<file path="config.mk">
export PLATFORM = sky130hd
export DESIGN_NAME = tpu_result_streamer_flat
export DESIGN_NICKNAME = d
export VERILOG_FILES = /design/src/rtl/tpu_result_streamer_if.sv /design/src/rtl/tpu_result_streamer.sv /design/src/flat_wrapper.sv
export SDC_FILE = /design/constraint.sdc
export NUM_CORES = 1
export LEC_CHECK = 0
export CAP_MARGIN = 20
export CORE_MARGIN = 1.5
export CORE_UTILIZATION = 51
export DETAILED_ROUTE_END_ITERATION = 10
export GPL_TIMING_DRIVEN = 0
export PLACE_DENSITY = 0.84
export SETUP_SLACK_MARGIN = 0.1
export SLEW_MARGIN = 10
export SYNTH_ARGS = -nofsm -noshare
export SYNTH_HDL_FRONTEND = slang
export SYNTH_SLANG_ARGS = --single-unit
</file>
<file path="constraint.sdc">
create_clock -name clk -period 2.8 [get_ports clk]
set_clock_uncertainty 0.05 [all_clocks]
set_input_delay 0.42 -clock clk [delete_from_list [all_inputs] [get_ports clk]]
set_output_delay 0.42 -clock clk [all_outputs]
set_load 0.01 [all_outputs]
</file>
<file path="src/rtl/tpu_result_streamer_if.sv">
`default_nettype none
// ============================================================================
//  Module   : tpu_result_streamer_if
//  Purpose  : Bundles the TPU result inputs, the overrun control and the
//             byte-stream valid/ready port of tpu_result_streamer.
//  Modports : master - streamer side (drives tx_*, busy, overrun)
//             slave  - TPU/sink side (drives done, result_*, clear_overrun,
//                      tx_ready)
//  Signals  : done, result_0..3 [ACC_WIDTH], clear_overrun,
//             tx_data[7:0], tx_valid, tx_ready, busy, overrun
//  Revision : 1.0 - initial release
// ============================================================================
interface tpu_result_streamer_if #(
  parameter int ACC_WIDTH = 32
);
  logic                 done;
  logic [ACC_WIDTH-1:0] result_0;
  logic [ACC_WIDTH-1:0] result_1;
  logic [ACC_WIDTH-1:0] result_2;
  logic [ACC_WIDTH-1:0] result_3;
  logic                 clear_overrun;
  logic [7:0]           tx_data;
  logic                 tx_valid;
  logic                 tx_ready;
  logic                 busy;
  logic                 overrun;

  modport master (
    input  done, result_0, result_1, result_2, result_3, clear_overrun, tx_ready,
    output tx_data, tx_valid, busy, overrun
  );

  modport slave (
    output done, result_0, result_1, result_2, result_3, clear_overrun, tx_ready,
    input  tx_data, tx_valid, busy, overrun
  );
endinterface
`default_nettype wire

</file>
<file path="src/rtl/tpu_result_streamer.sv">
`default_nettype none
// ============================================================================
//  Module   : tpu_result_streamer
//  Purpose  : Snapshots the four TPU result words on a rising edge of done
//             and serialises them as a framed byte stream:
//               A5, NUM_RESULTS, result_0..3 little-endian, checksum.
//             Checksum is XOR over CNT+DATA bytes, or CRC-8 (poly 0x07,
//             init 0, MSB-first) when TPU_STREAM_CRC8_EN is defined.
//  Ports    : clk  - system clock
//             rst  - synchronous reset, active-high
//             bus  - tpu_result_streamer_if.master (results in, byte
//                    stream out, busy / sticky overrun status)
//  Config   : `define TPU_STREAM_CRC8_EN selects the CRC-8 checksum.
//  Revision : 1.0 - initial release
// ============================================================================
module tpu_result_streamer #(
  parameter int ACC_WIDTH   = 32,   // multiple of 8
  parameter int NUM_RESULTS = 4     // tied to the four result_* signals
) (
  input  wire logic              clk,
  input  wire logic              rst,
  tpu_result_streamer_if.master  bus
);

  localparam int              BYTES_PER_WORD = ACC_WIDTH / 8;
  localparam int              DATA_BYTES     = NUM_RESULTS * BYTES_PER_WORD;
  localparam int              IDX_W          = $clog2(DATA_BYTES);
  localparam logic [IDX_W-1:0] IDX_LAST      = IDX_W'(DATA_BYTES - 1);
  localparam logic [7:0]      HDR_BYTE       = 8'hA5;
  localparam logic [7:0]      CNT_BYTE       = 8'(NUM_RESULTS);

  typedef enum logic [2:0] {
    S_IDLE = 3'd0,
    S_HDR  = 3'd1,
    S_CNT  = 3'd2,
    S_DATA = 3'd3,
    S_CSUM = 3'd4
  } state_t;

  state_t                          r_state;
  state_t                          w_state_nxt;
  logic                            r_done_q;
  logic [NUM_RESULTS*ACC_WIDTH-1:0] r_snap;
  logic [IDX_W-1:0]                r_idx;
  logic [IDX_W-1:0]                w_idx_nxt;
  logic [IDX_W-1:0]                w_idx_inc;
  logic [7:0]                      r_tx_data;
  logic [7:0]                      w_tx_data_nxt;
  logic                            r_tx_valid;
  logic                            w_tx_valid_nxt;
  logic [7:0]                      r_csum;
  logic [7:0]                      w_csum_nxt;
  logic [7:0]                      w_csum_upd;
  logic                            r_overrun;
  logic                            w_done_rise;
  logic                            w_accept;
  logic                            w_capture;
  logic [7:0]                      w_byte_first;
  logic [7:0]                      w_byte_next;

  // One checksum step over the byte currently on tx_data.
  function automatic logic [7:0] csum_step(input logic [7:0] acc, input logic [7:0] b);
`ifdef TPU_STREAM_CRC8_EN
    logic [7:0] c;
    c = acc ^ b;
    for (int k = 0; k < 8; k++) begin
      c = c[7] ? ((c << 1) ^ 8'h07) : (c << 1);
    end
    return c;
`else
    return acc ^ b;
`endif
  endfunction

  assign w_done_rise  = bus.done & ~r_done_q;
  assign w_accept     = r_tx_valid & bus.tx_ready;
  assign w_idx_inc    = r_idx + 1'b1;
  // The CSUM byte must include the last DATA byte, so the running checksum
  // is folded with the byte being accepted right now.
  assign w_csum_upd   = csum_step(r_csum, r_tx_data);
  assign w_byte_first = r_snap[7:0];
  assign w_byte_next  = r_snap[{w_idx_inc, 3'b000} +: 8];

  always_comb begin
    w_state_nxt    = r_state;
    w_idx_nxt      = r_idx;
    w_tx_data_nxt  = r_tx_data;
    w_tx_valid_nxt = r_tx_valid;
    w_csum_nxt     = r_csum;
    w_capture      = 1'b0;
    case (r_state)
      S_IDLE: begin
        if (w_done_rise) begin
          w_capture      = 1'b1;
          w_state_nxt    = S_HDR;
          w_tx_valid_nxt = 1'b1;
          w_tx_data_nxt  = HDR_BYTE;
          w_csum_nxt     = 8'h00;
          w_idx_nxt      = '0;
        end
      end
      S_HDR: begin
        if (w_accept) begin
          w_state_nxt   = S_CNT;
          w_tx_data_nxt = CNT_BYTE;
        end
      end
      S_CNT: begin
        if (w_accept) begin
          w_state_nxt   = S_DATA;
          w_csum_nxt    = w_csum_upd;
          w_idx_nxt     = '0;
          w_tx_data_nxt = w_byte_first;
        end
      end
      S_DATA: begin
        if (w_accept) begin
          w_csum_nxt = w_csum_upd;
          if (r_idx == IDX_LAST) begin
            w_state_nxt   = S_CSUM;
            w_tx_data_nxt = w_csum_upd;
          end else begin
            w_idx_nxt     = w_idx_inc;
            w_tx_data_nxt = w_byte_next;
          end
        end
      end
      S_CSUM: begin
        if (w_accept) begin
          w_state_nxt    = S_IDLE;
          w_tx_valid_nxt = 1'b0;
          w_tx_data_nxt  = 8'h00;
        end
      end
      default: begin
        w_state_nxt    = S_IDLE;
        w_tx_valid_nxt = 1'b0;
        w_tx_data_nxt  = 8'h00;
      end
    endcase
  end

  always_ff @(posedge clk) begin
    if (rst) begin
      r_state    <= S_IDLE;
      r_done_q   <= 1'b0;
      r_snap     <= '0;
      r_idx      <= '0;
      r_tx_data  <= 8'h00;
      r_tx_valid <= 1'b0;
      r_csum     <= 8'h00;
      r_overrun  <= 1'b0;
    end else begin
      r_state    <= w_state_nxt;
      r_done_q   <= bus.done;
      r_idx      <= w_idx_nxt;
      r_tx_data  <= w_tx_data_nxt;
      r_tx_valid <= w_tx_valid_nxt;
      r_csum     <= w_csum_nxt;
      if (w_capture) begin
        r_snap <= {bus.result_3, bus.result_2, bus.result_1, bus.result_0};
      end
      // A new set event takes priority over a simultaneous clear.
      if (w_done_rise && (r_state != S_IDLE)) begin
        r_overrun <= 1'b1;
      end else if (bus.clear_overrun) begin
        r_overrun <= 1'b0;
      end
    end
  end

  assign bus.tx_data  = r_tx_data;
  assign bus.tx_valid = r_tx_valid;
  assign bus.busy     = (r_state != S_IDLE);
  assign bus.overrun  = r_overrun;

endmodule
`default_nettype wire
</file>
<file path="src/flat_wrapper.sv">
// flat-port wrapper written by rule: the top's interface ports become plain ports
module tpu_result_streamer_flat 
#(
  parameter int ACC_WIDTH   = 32,                   
  parameter int NUM_RESULTS = 4                                         
)
  (clk, rst, bus_done, bus_result_0, bus_result_1, bus_result_2, bus_result_3, bus_clear_overrun, bus_tx_ready, bus_tx_data, bus_tx_valid, bus_busy, bus_overrun);
  tpu_result_streamer_if #(.ACC_WIDTH(ACC_WIDTH)) bus_i ();
  input  wire logic clk;
  input  wire logic rst;
  input wire logic [$bits(bus_i.done)-1:0] bus_done;
  input wire logic [$bits(bus_i.result_0)-1:0] bus_result_0;
  input wire logic [$bits(bus_i.result_1)-1:0] bus_result_1;
  input wire logic [$bits(bus_i.result_2)-1:0] bus_result_2;
  input wire logic [$bits(bus_i.result_3)-1:0] bus_result_3;
  input wire logic [$bits(bus_i.clear_overrun)-1:0] bus_clear_overrun;
  input wire logic [$bits(bus_i.tx_ready)-1:0] bus_tx_ready;
  output wire logic [$bits(bus_i.tx_data)-1:0] bus_tx_data;
  output wire logic [$bits(bus_i.tx_valid)-1:0] bus_tx_valid;
  output wire logic [$bits(bus_i.busy)-1:0] bus_busy;
  output wire logic [$bits(bus_i.overrun)-1:0] bus_overrun;
  assign bus_i.done = bus_done;
  assign bus_i.result_0 = bus_result_0;
  assign bus_i.result_1 = bus_result_1;
  assign bus_i.result_2 = bus_result_2;
  assign bus_i.result_3 = bus_result_3;
  assign bus_i.clear_overrun = bus_clear_overrun;
  assign bus_i.tx_ready = bus_tx_ready;
  assign bus_tx_data = bus_i.tx_data;
  assign bus_tx_valid = bus_i.tx_valid;
  assign bus_busy = bus_i.busy;
  assign bus_overrun = bus_i.overrun;
  tpu_result_streamer #(.ACC_WIDTH(ACC_WIDTH), .NUM_RESULTS(NUM_RESULTS)) u_core (.clk(clk), .rst(rst), .bus(bus_i));
endmodule
</file>
==> flow_summary.yaml <==
worst_setup_path:
  arrival_ns: 2.85
  critical_path_class: "reg -> reg"
  crit_fanout: 10
  crit_family: "XOR/XNOR gates"
  cp_cell_sequence: "ha_1 > xor2_2 > buf_6 > mux2i_1 > nor3_1 > a2111o_1"
  start_kind: "register"
  slowest_delay_ns: 0.55
  slowest_stage: "xor2_2"
  critPathBufInv: 1
  crit_path_end_kind: "register"
  required_ns: 3.06
cts:
  cts_hold_buf: 0
  cts_max_path_buffers: 2
  cts_resized: 0
  cts_tree: "built"
  clkTransAtPathRegs_ns: 0.06
  htree_num_levels: 4
  numCtsBuffers: 17
  worst_skew_pair.late_latency_ns: 0.43
  cts_root_buf: "clkbuf_16"
  postCtsSetupBuffers: 0
  clock-sinks: 154
routing:
  dr_total_vias: 6571
  routedWlPerCell_um: 17.4
  drc: 0
  dr.pass1.iters: 6
  first_iter_violations: 563
  wirelength_mm: 20.1
  ant_nets: 0
  via_per_inst: 5.68
timing:
  hold_viol_final: 0
  worst_slack_ns: 0.204
  whs_ns: 0.403
  fmax_ghz: 0.385
  tightest_slew_ns: 0.740
  slew_headroom: 0.503
  slew_viol_final: 0
  setup_tns_ns: 0
  post-route-min-period_ns: 2.60
  rsz0062_at_grt: "no"
  fin_crit_sh: 0.927
  finalSetupViolCount: 0
die:
  die_x_um: 120
  rows: 42
  fp.dieH_um: 120
  initial_core_util: 0.524
  io-pin-count: 144
  dieArea_um2: 14400
  core_area_um2: 13300
synthesis:
  synth.distinct_cells: 47
  syn_area_um2: 6970
  ys_seq_area_frac: 0.443
  async_flop_share: 0
  synthFlopType: "dfxtp_1"
  yosys_warnings: 0
  syn_nets: 940
  yosys_register_bits: 154
  yosys-top-cells-count: "nand2_1, dfxtp_1, a21oi_1"
  synth_most_common_cell: "nand2_1"
  ys_top_cells_by_area: "dfxtp_1, nand2_1, a21oi_1"
  syn_inst: 806
  syn_avg_cell_area_um2: 8.64
  synth_edf_count: 0
  synth_largest_area_cell: "dfxtp_1"
  synth_top_area_frac: 0.443
power:
  powerDensity_nw_per_um2: 600
  p_leak_uw: 0.00335
  ir_worst_vdd_uv: 452
finish:
  fill_cells: 1056
  area_growth_pct: 32.3
  final_nets: 1102
  layout-drive-gt1-share: 0.104
  final_core_utilization: 0.693
  register_area_um2: 3080
  insertedDiodeCount: 0
  multi_input_area_um2: 3480
job:
  drv_cap: 0
global_route:
  grt_overflow: 0
  grt_util_all_layers: 0.284
  antenna_found_initial: 0
  grt_pass1_vias: 6168
  grt_max_degree: 17
  grt_first_pass_wirelength_mm: 31.4
placed_design:
  place_ws_ns: 0.268
  dp_hpwl_mm: 14.2
  port_buffers: 143
  gp_congestion: 0.908
worst_hold_path:
  hold_path.class: "reg -> reg"
status:
  status: "completed"
==> worst paths after layout <==
kind | start | end | slack [ns] | depth (start not counted)
setup / recovery | u_core.r_idx[0] | u_core.bus.tx_data[2] | 0.20 | 6
hold / removal | u_core.r_snap[36] | u_core.r_snap[36] | 0.40 | 2
setup reg to reg | u_core.r_idx[0] | u_core.bus.tx_data[2] | 0.20 | 6
hold reg to reg | u_core.r_snap[36] | u_core.r_snap[36] | 0.40 | 2
==> flip-flops by register name (all words and copies together) (netlist names) <==
register / flops
u_core.r_snap: 128
u_core.bus.tx_data: 8
u_core.r_csum: 8
u_core.r_idx: 4
u_core.r_state: 3
u_core.bus.overrun: 1
u_core.bus.tx_valid: 1
u_core.r_done_q: 1
==> worst register-to-register path, stage by stage (launching register included) <==
cell and delay [ns]:
dfxtp_1 0.53, ha_1 0.34, xor2_2 0.55, buf_6 0.26, mux2i_1 0.28, nor3_1 0.08
a2111o_1 0.40
==> cells in the final DEF, fill, tap and decap left out, types with 7 or more instances in the layout <==
master / n
o21ai_0: 11
mux4_2: 23
o32ai_1: 7
mux2i_1: 38
xor2_1: 9
nor3_1: 8
nand2_1: 260
nand3b_1: 8
a32oi_1: 10
clkbuf_16: 17
nor2_1: 16
a21oi_1: 141
clkbuf_1: 23
buf_6: 16
dfxtp_1: 154
clkdlybuf4s50_1: 143
a211o_1: 7
buf_2: 20
==> metrics by stage <==
step,cell area [µm²],power [µW],cells
4_1_cts,9220,5520,1157
6_report,9220,5530,1157
3_3_place_gp,8620,3220,1125
3_5_place_dp,8620,3240,1125
2_1_floorplan,6970,2870,806
5_1_grt,9220,5710,1157
==> cells by family after synthesis <==
group                    after synthesis  share of synthesized area
AO/OA/AOI/OAI                        191                      0.157
XOR/XNOR                              12                     0.0172
adder cells (fa/ha/maj)                1                    0.00180
buffers and inverters                 66                     0.0585
flip-flops                           154                      0.443
multiplexers                          61                      0.129
AND/OR/NAND/NOR                      321                      0.194
==> final cells by class <==
class	instances	area share
multi-input combinational	586	0.377
sequential	154	0.334
timing repair buffer	143	0.155
clock buffer	23	0.0529
buffer	62	0.0426
tap	176	0.0239
clock inverter	9	0.0122
inverter	4	0.00163
==> power breakdown <==
part	internal [µW]	switching (µW)	total, µW
combinational	399	391	790
clock	1410	908	2320
sequential	2330	93.6	2420
==> routing by layer <==
metal | GRT usage | wire length, µm | vias to the layer above | part of all wire
li1 | - | - | 3112 | -
met3 | 0.0656 | 1460 | 53 | 0.073
met1 | 0.374 | 8570 | 3113 | 0.43
met2 | 0.446 | 9350 | 293 | 0.47
met5 | 0 | 0 | - | 0
met4 | 0.129 | 707 | 0 | 0.035
Note: power is estimated with default switching activity, not from simulation.
